## src/rtl/sram_port_arbiter.sv

```systemverilog
// Round-robin byte-access arbiter/sequencer for port 0 of a 32x512 SRAM macro; grant 1 cycle after sample,
// read data WAIT_CYCLES+2 cycles after sample; a loser simply keeps req high until it is granted.
module sram_port_arbiter #(
  parameter int WAIT_CYCLES = 1  // 1..4
) (
  input  logic        clk,
  input  logic        rst_n,
  input  logic        ena,
  input  logic        a_req,
  input  logic        b_req,
  input  logic        a_we,
  input  logic        b_we,
  input  logic [10:0] a_addr,
  input  logic [10:0] b_addr,
  input  logic [7:0]  a_wdata,
  input  logic [7:0]  b_wdata,
  output logic        a_gnt,
  output logic        b_gnt,
  output logic        a_rvalid,
  output logic        b_rvalid,
  output logic [7:0]  rdata,
  output logic        busy,
  output logic        ram_clk0,
  output logic        ram_csb0,
  output logic        ram_web0,
  output logic [3:0]  ram_wmask0,
  output logic [8:0]  ram_addr0,
  output logic [31:0] ram_din0,
  input  logic [31:0] ram_dout0
);

  typedef enum logic [1:0] {IDLE, ISSUE, WAIT} state_t;

  localparam logic [1:0] CNT_LAST = 2'(WAIT_CYCLES - 1);

  state_t      state, state_nxt;
  logic        last_b;
  logic        owner_b;
  logic        we_q;
  logic [10:0] addr_q;
  logic [1:0]  cnt;
  logic        grant_now;
  logic        win_b;
  logic        cap_now;
  logic        sel_we;
  logic [10:0] sel_addr;
  logic [7:0]  sel_wdata;

  assign ram_clk0 = clk;
  assign busy     = (state != IDLE);
  assign a_gnt    = (state == ISSUE) && !owner_b;
  assign b_gnt    = (state == ISSUE) && owner_b;

  assign sel_we    = win_b ? b_we    : a_we;
  assign sel_addr  = win_b ? b_addr  : a_addr;
  assign sel_wdata = win_b ? b_wdata : a_wdata;

  always_ff @(posedge clk or negedge rst_n) begin
    if (!rst_n) state <= IDLE;
    else        state <= state_nxt;
  end

  always_comb begin
    state_nxt = state;
    grant_now = 1'b0;
    win_b     = 1'b0;
    cap_now   = 1'b0;
    case (state)
      IDLE: begin
        if (ena && (a_req || b_req)) begin
          grant_now = 1'b1;
          // B wins when alone, or on a tie when A was served last
          win_b     = b_req && (!a_req || !last_b);
          state_nxt = ISSUE;
        end
      end
      ISSUE: state_nxt = we_q ? IDLE : WAIT;
      WAIT: begin
        if (cnt == CNT_LAST) begin
          cap_now   = 1'b1;
          state_nxt = IDLE;
        end
      end
      default: state_nxt = IDLE;
    endcase
  end

  always_ff @(posedge clk or negedge rst_n) begin
    if (!rst_n) begin
      last_b     <= 1'b1;
      owner_b    <= 1'b0;
      we_q       <= 1'b0;
      addr_q     <= '0;
      cnt        <= '0;
      a_rvalid   <= 1'b0;
      b_rvalid   <= 1'b0;
      rdata      <= '0;
      ram_csb0   <= 1'b1;
      ram_web0   <= 1'b1;
      ram_wmask0 <= '0;
      ram_addr0  <= '0;
      ram_din0   <= '0;
    end else begin
      a_rvalid <= 1'b0;
      b_rvalid <= 1'b0;
      if (grant_now) begin
        owner_b   <= win_b;
        last_b    <= win_b;
        we_q      <= sel_we;
        addr_q    <= sel_addr;
        ram_csb0  <= 1'b0;
        ram_web0  <= ~sel_we;
        ram_addr0 <= sel_addr[10:2];
        if (sel_we) begin
          ram_wmask0 <= 4'b0001 << sel_addr[1:0];
          ram_din0   <= {4{sel_wdata}};
        end else begin
          ram_wmask0 <= '0;
        end
      end
      if (state == ISSUE) begin
        ram_csb0   <= 1'b1;
        ram_web0   <= 1'b1;
        ram_wmask0 <= '0;
        cnt        <= '0;
      end
      if (state == WAIT) begin
        cnt <= cnt + 2'd1;
        if (cap_now) begin
          rdata    <= ram_dout0[{addr_q[1:0], 3'b000} +: 8];
          a_rvalid <= !owner_b;
          b_rvalid <= owner_b;
        end
      end
    end
  end

endmodule

```

## config.mk

```make
export PLATFORM = sky130hd
export DESIGN_NAME = sram_port_arbiter
export DESIGN_NICKNAME = d
export VERILOG_FILES = /design/src/rtl/sram_port_arbiter.sv
export SDC_FILE = /design/constraint.sdc
export NUM_CORES = 1
export LEC_CHECK = 0
export CAP_MARGIN = 30
export CELL_PAD_IN_SITES_DETAIL_PLACEMENT = 1
export CELL_PAD_IN_SITES_GLOBAL_PLACEMENT = 2
export CORE_MARGIN = 3
export CORE_UTILIZATION = 24
export CTS_CLUSTER_DIAMETER = 40
export DETAILED_ROUTE_END_ITERATION = 6
export GPL_TIMING_DRIVEN = 0
export PLACE_DENSITY_LB_ADDON = 0.1
export SYNTH_ARGS = -nofsm -noshare
export SYNTH_HDL_FRONTEND = slang
export SYNTH_SLANG_ARGS = --single-unit
```

## constraint.sdc

```tcl
create_clock -name clk -period 4.3 [get_ports clk]
set_input_delay 0.86 -clock clk [delete_from_list [all_inputs] [get_ports clk]]
set_output_delay 0.86 -clock clk [all_outputs]
set_load 0.01 [all_outputs]
```

== After elaboration in Yosys (flattened, before gate mapping) ==
Index checks and enable logic that the tools add are counted.

* Flip-flop bits (word level): 66
* Input port bits: 77
* Output and inout port bits: 61
* Logic and storage cells: 65

* $add $sub $neg: 1
* Equality and inequality tests: 4
* Shifts and indexed selects: 2
* Mux-type cells: 26
* Bitwise gates (word level): 1
* Reductions and logical operators: 17

{| class="wikitable"
|+ Operators by type and width
! cell !! number
|-
| $shiftx A32 B6 Y8 || 1
|-
| $mux W1 || 15
|-
| $mux W4 || 3
|-
| $mux W11 || 1
|-
| $mux W2 || 5
|-
| $mux W8 || 1
|-
| $pmux W2 S3 || 1
|-
| $reduce_and A2 Y1 || 3
|-
| $reduce_bool A2 Y1 || 3
|-
| $logic_and A1 B1 Y1 || 4
|-
| $logic_not A2 Y1 || 2
|-
| $ne A2 B2 Y1 const B || 2
|-
| $shl A1 B2 Y4 const A || 1
|-
| $logic_not A1 Y1 || 3
|-
| $add A2 B1 Y2 const B || 1
|-
| $eq A2 B1 Y1 const B || 1
|-
| $eq A2 B2 Y1 const B || 1
|-
| $logic_or A1 B1 Y1 || 2
|-
| $not A1 Y1 || 1
|}

== Logic depth before layout (Yosys ltp) ==
Gate-level depths: netlist of run 1.

* Word-level depth: 10
* Depth in mapped cells: 7
* Mapped depth without buffers: 6

==> qor.csv, run 1 <==
metric,value,unit
vias in the first global route,2159,
DRT Pass-1 Iters,3,
WL/cell,14.41,um
DP Wirelength,5523,um
post-route ant nets,0,
sequential fraction of the synthesis area,44.35,%
final setup violation count,0,
Hold Crit Class,primary input to asynchronous set/reset pin,
slew margin rel.,64.43,%
Slew @ Worst Pin,0.5336,ns
status,completed,
"Warnings, synthesis",0,
CP Max Fanout,2,
crit path to,ram_clk0,
Initial DRC Count,42,
Area after DPL,3926,um2
Synth area leaders,"dfrtp_1 41%, mux2_2 9.9%, buf_4 7.9%",
GRT overflow,0,
CP Cell Sequence,"clkbuf_8, clkbuf_8, buf_4, clkdlybuf4s50_1",
global-route wire length before repair,10740,um
Reg2Reg Depth,7,
die area,11140,um2
Max Slew Vio Count,0,
post-CTS sizing,0,
Worst path most repeated cell,clkbuf_8,
Post-Syn Area,2379,um2
core area,9415,um2
Critical Path End Type,output port,
Max Cap Viol,0,
Syn Area/Cell,11.83,um2
Vias,2014,
# diodes,0,
"Primary FF master, synth",dfrtp_1,
"Req. time, crit path",3.44,ns
Pleak,1.689,nW
"slowest stage delay, CP",0.46,ns
"EDFF count, synth",0,
fraction of layout cells with a size suffix above 1,24.00,%
I/O pin total,138,
Critical Path Start Type,clock port,
worst-case vdd ir drop,0.0002788,V
Worst Skew,0.006872,ns
crit path kind,clock port to output port,
Worst-path clk slew,0.08,ns
most frequent cells in the layout,"136 x clkdlybuf4s50_1, 39 x dfrtp_1, 25 x buf_4",
"Slowest-stage cell, CP",clkdlybuf4s50_1,
row cnt,35,
syn nets,283,
post-route setup TNS,0,ns
initial antenna violation count,0,
Critical Path AT,2.96,ns
Reg2Reg Setup Slack,2.40,ns
post-synthesis async set-or-reset flop share,100.0,%
design area,4059,um2
"commonest non-fill, non-tap cell in the layout",clkdlybuf4s50_1,
Nets,431,
Final Hold Fails,0,
PD cells,606.4,nW/um2
crit path launch,clk,
Area Overhead vs Synth,70.65,%
Starting Density,25.26,%
largest net degree at the start of global routing,33,
Post-Synthesis Cells,201,
Worst-Skew Late Latency,0.40,ns
hold_buf cts,0,
die width,105.6,um
Die Y,105.6,um
Unique masters post-synth,31,
via/cell ratio,4.205,
largest area contributor in the netlist,dfrtp_1,
Seq cells post-synth,42,
# Post-CTS Setup Buffers,0,
TritonCTS clock tree,done,
filler-free cell count of the finished design,479,
RSZ-0062 raised after global routing,false,
Placer Congestion,0.6863,
Routed WL,6902,um
worst flop-to-flop path endpoint,ram_din0[30],
Post-route DRC,0,
GRT Total Usage,12.25,%
Port-buffer cells,137,
reg-to-reg startpoint,state[1],
top-area cell type share of the netlist area,41.03,%
Post-Place Cells,468,
[cell usage after synthesis (all sizes together) (4+ instances only)]
cell type and instances:
o21ai 20, nor2 4, inv 6, nor2b 7, ha 5, mux2 25
buf 30, mux2i 15, nand2 20, mux4 8, dfrtp 39
[how the worst min path moves through the flow]
stage / startpoint / endpoint / slack [ns] / cells past startpoint
floorplan: owner_b / a_rvalid / 0.46 / 1
global placement: ram_addr0[7] / ram_addr0[7] / 0.46 / 2
detailed placement: ram_addr0[3] / ram_addr0[3] / 0.48 / 2
CTS: rst_n / ram_din0[23] / 0.34 / 1
global route: rst_n / ram_din0[23] / 0.34 / 1
finish: rst_n / ram_din0[28] / 0.34 / 1
[layer usage]
metal	up-vias	global-route usage (%)	part of all wire, %
li1	968	-	-
met2	92	21.40	51
met1	945	13.62	40
met3	9	3.919	7.8
met4	0	5.273	1.2
met5	-	0	0
[registers in the layout, summed over array words and instances (netlist names)]
signal and cells:
ram_addr0 9, b_rvalid 1, ram_din0 8, addr_q 2, owner_b 1, ram_web0 1
last_b 1, cnt 2, ram_csb0 1, ram_wmask0 4, state 2, rdata 8
we_q 1, a_rvalid 1
[logic make-up after synthesis]
kind of cell	share of synthesized area (%)
and+or+nand+nor	7.838
DFF	44.35
adders and majority gates	2.630
AOI/OAI and AO/OA	7.155
buffers and inverters	11.52
muxes	26.51
[power breakdown]
group | internal, mW | leakage [nW] | switching (mW) | total [mW]
logic | 0.880 | 1.09 | 0.521 | 1.40
registers | 0.570 | 0.516 | 0.115 | 0.685
clock network | 0.216 | 0.0785 | 0.159 | 0.375
[through the flow]
step	power [mW]	worst slack, ns	hold slack [ns]	util [%]
after floorplan	1.406	1.171	0.4551	-
after global placement	2.135	0.7281	0.4601	41.54
after detailed placement	2.159	0.7281	0.4763	41.70
after CTS	2.515	0.4723	0.3412	43.11
after global routing	2.639	0.4510	0.3382	43.11
final	2.461	0.4822	0.3394	43.11
[area by class of cell]
cell class	instances	area, um2
Multi-Input combinational cell	120	1050
Clock inverter	1	5.005
Clock buffer	11	137.6
Sequential cell	42	1055
Timing Repair Buffer	137	1376
Tap cell	129	161.4
Fill cell	1039	5356
Inverter	6	22.52
Buffer	33	251.5
[worst max-delay path, delay by kind of cell]
kind,cells,cell delay [ns]
buffers and inverters,4,0.81
Note: power is estimated with default switching activity, not from simulation.
==> inputs of run 2 (changes only) <==
- GPL_TIMING_DRIVEN: 0 -> not set
==> qor.csv, run 2 (synthesis results as in run 1) <==
metric,value,unit
status,completed,
GRT Total Usage,12.25,%
Worst path most repeated cell,clkbuf_8,
Biggest register,ram_addr0,
Final WS setup,0.5958,ns
Hold Crit Class,primary input to asynchronous set/reset pin,
hold_buf cts,0,
WL/cell,15.24,um
Die Y,105.6,um
Nets,401,
Max Cap Viol,0,
die width,105.6,um
Worst-Skew Late Latency,0.41,ns
vias in the first global route,2047,
largest net degree at the start of global routing,28,
"Req. time, crit path",3.44,ns
Critical Path AT,2.84,ns
Initial DRC Count,11,
Vias,1911,
Max Slew Vio Count,0,
met1 Usage GRT,13.75,%
Worst-path clk slew,0.09,ns
Critical Path Start Type,clock port,
"slowest stage delay, CP",0.47,ns
Slew @ Worst Pin,0.8647,ns
Worst Skew,0.01241,ns
most frequent cells in the layout,"136 x clkdlybuf4s50_1, 39 x dfrtp_1, 21 x mux2_2",
Critical Path End Type,output port,
fraction of layout cells with a size suffix above 1,18.13,%
# diodes,0,
# Post-CTS Setup Buffers,0,
Area after DPL,3697,um2
slew margin rel.,42.36,%
Reg2Reg Depth,5,
PD cells,617.7,nW/um2
"commonest non-fill, non-tap cell in the layout",clkdlybuf4s50_1,
Pleak,1.573,nW
design area,3881,um2
TritonCTS clock tree,done,
post-route setup TNS,0,ns
max FFs per register,9,
DRT Pass-1 Iters,3,
worst-case vdd ir drop,0.0002569,V
M2 GR Usage,20.90,%
Post-route DRC,0,
crit path kind,clock port to output port,
I/O pin total,138,
global-route wire length before repair,10610,um
DP Wirelength,5363,um
post-CTS sizing,0,
Area Overhead vs Synth,63.18,%
"Most Used Layer, Global Route",met2,
GRT overflow,0,
Final Hold Fails,0,
die area,11140,um2
row cnt,35,
Port-buffer cells,137,
CP Max Fanout,2,
post-route ant nets,0,
Routed WL,6844,um
final setup violation count,0,
Top Registers,"ram_addr0 x9, ram_din0 x8, rdata x8",
Buffers & Inverters on Critical Path,3,
Starting Density,25.26,%
RSZ-0062 raised after global routing,false,
dpl ws,0.8412,ns
critical path depth,3,
CP Cell Sequence,"clkbuf_8, clkbuf_8, clkdlybuf4s50_1",
core area,9415,um2
routing usage on met3,4.593,%
post-layout util,41.22,%
initial antenna violation count,0,
"Slowest-stage cell, CP",clkdlybuf4s50_1,
Placer Congestion,0.6752,
via/cell ratio,4.256,
"delay-heaviest family, CP",buffers and inverters,
[run 2: cell types whose count changed in the layout (fill, tap and decap cells not counted), sizes merged]
cell | previous run | this run
clkinv | 1 | 0
bufinv | 0 | 2
buf | 32 | 5
clkbuf | 13 | 9
[run 2: power breakdown]
part	switching, mW	total, mW	internal, mW
logic	0.452	1.19	0.736
clock network	0.165	0.488	0.323
registers	0.151	0.720	0.569
[run 2: worst paths after layout]
path                         startpoint           end  slack, ns
max in group asynchronous         rst_n      ram_web0       3.37
max                                 clk      ram_clk0       0.60
min                               rst_n  ram_din0[23]       0.37
max reg2reg                    state[1]  ram_din0[26]       1.99
min reg2reg                ram_addr0[2]  ram_addr0[2]       0.48
min in group clk           ram_addr0[2]  ram_addr0[2]       0.48
[run 2: layout make-up]
cell class,instances,area (um2)
clock buffer,10,133.9
clock inverter,2,60.06
fill,1033,5534
inverter,6,22.52
multi-input combinational,120,1050
sequential,42,1055
tap,129,161.4
timing repair buffer,140,1399
[run 2: layer usage]
metal	vias up	share of wire, %
met5	-	0
met4	0	1.0
met3	7	9.1
li1	907	-
met1	906	39
met2	91	51
[run 2: metrics by stage]
step                      hold slack (ns)  total power [mW]  instances
after floorplan                    0.4551             1.406        201
after global placement             0.4615             1.943        437
after detailed placement           0.4691             1.966        438
after CTS                          0.3797             2.449        449
after global routing               0.3900             2.561        449
final                              0.3736             2.397        449
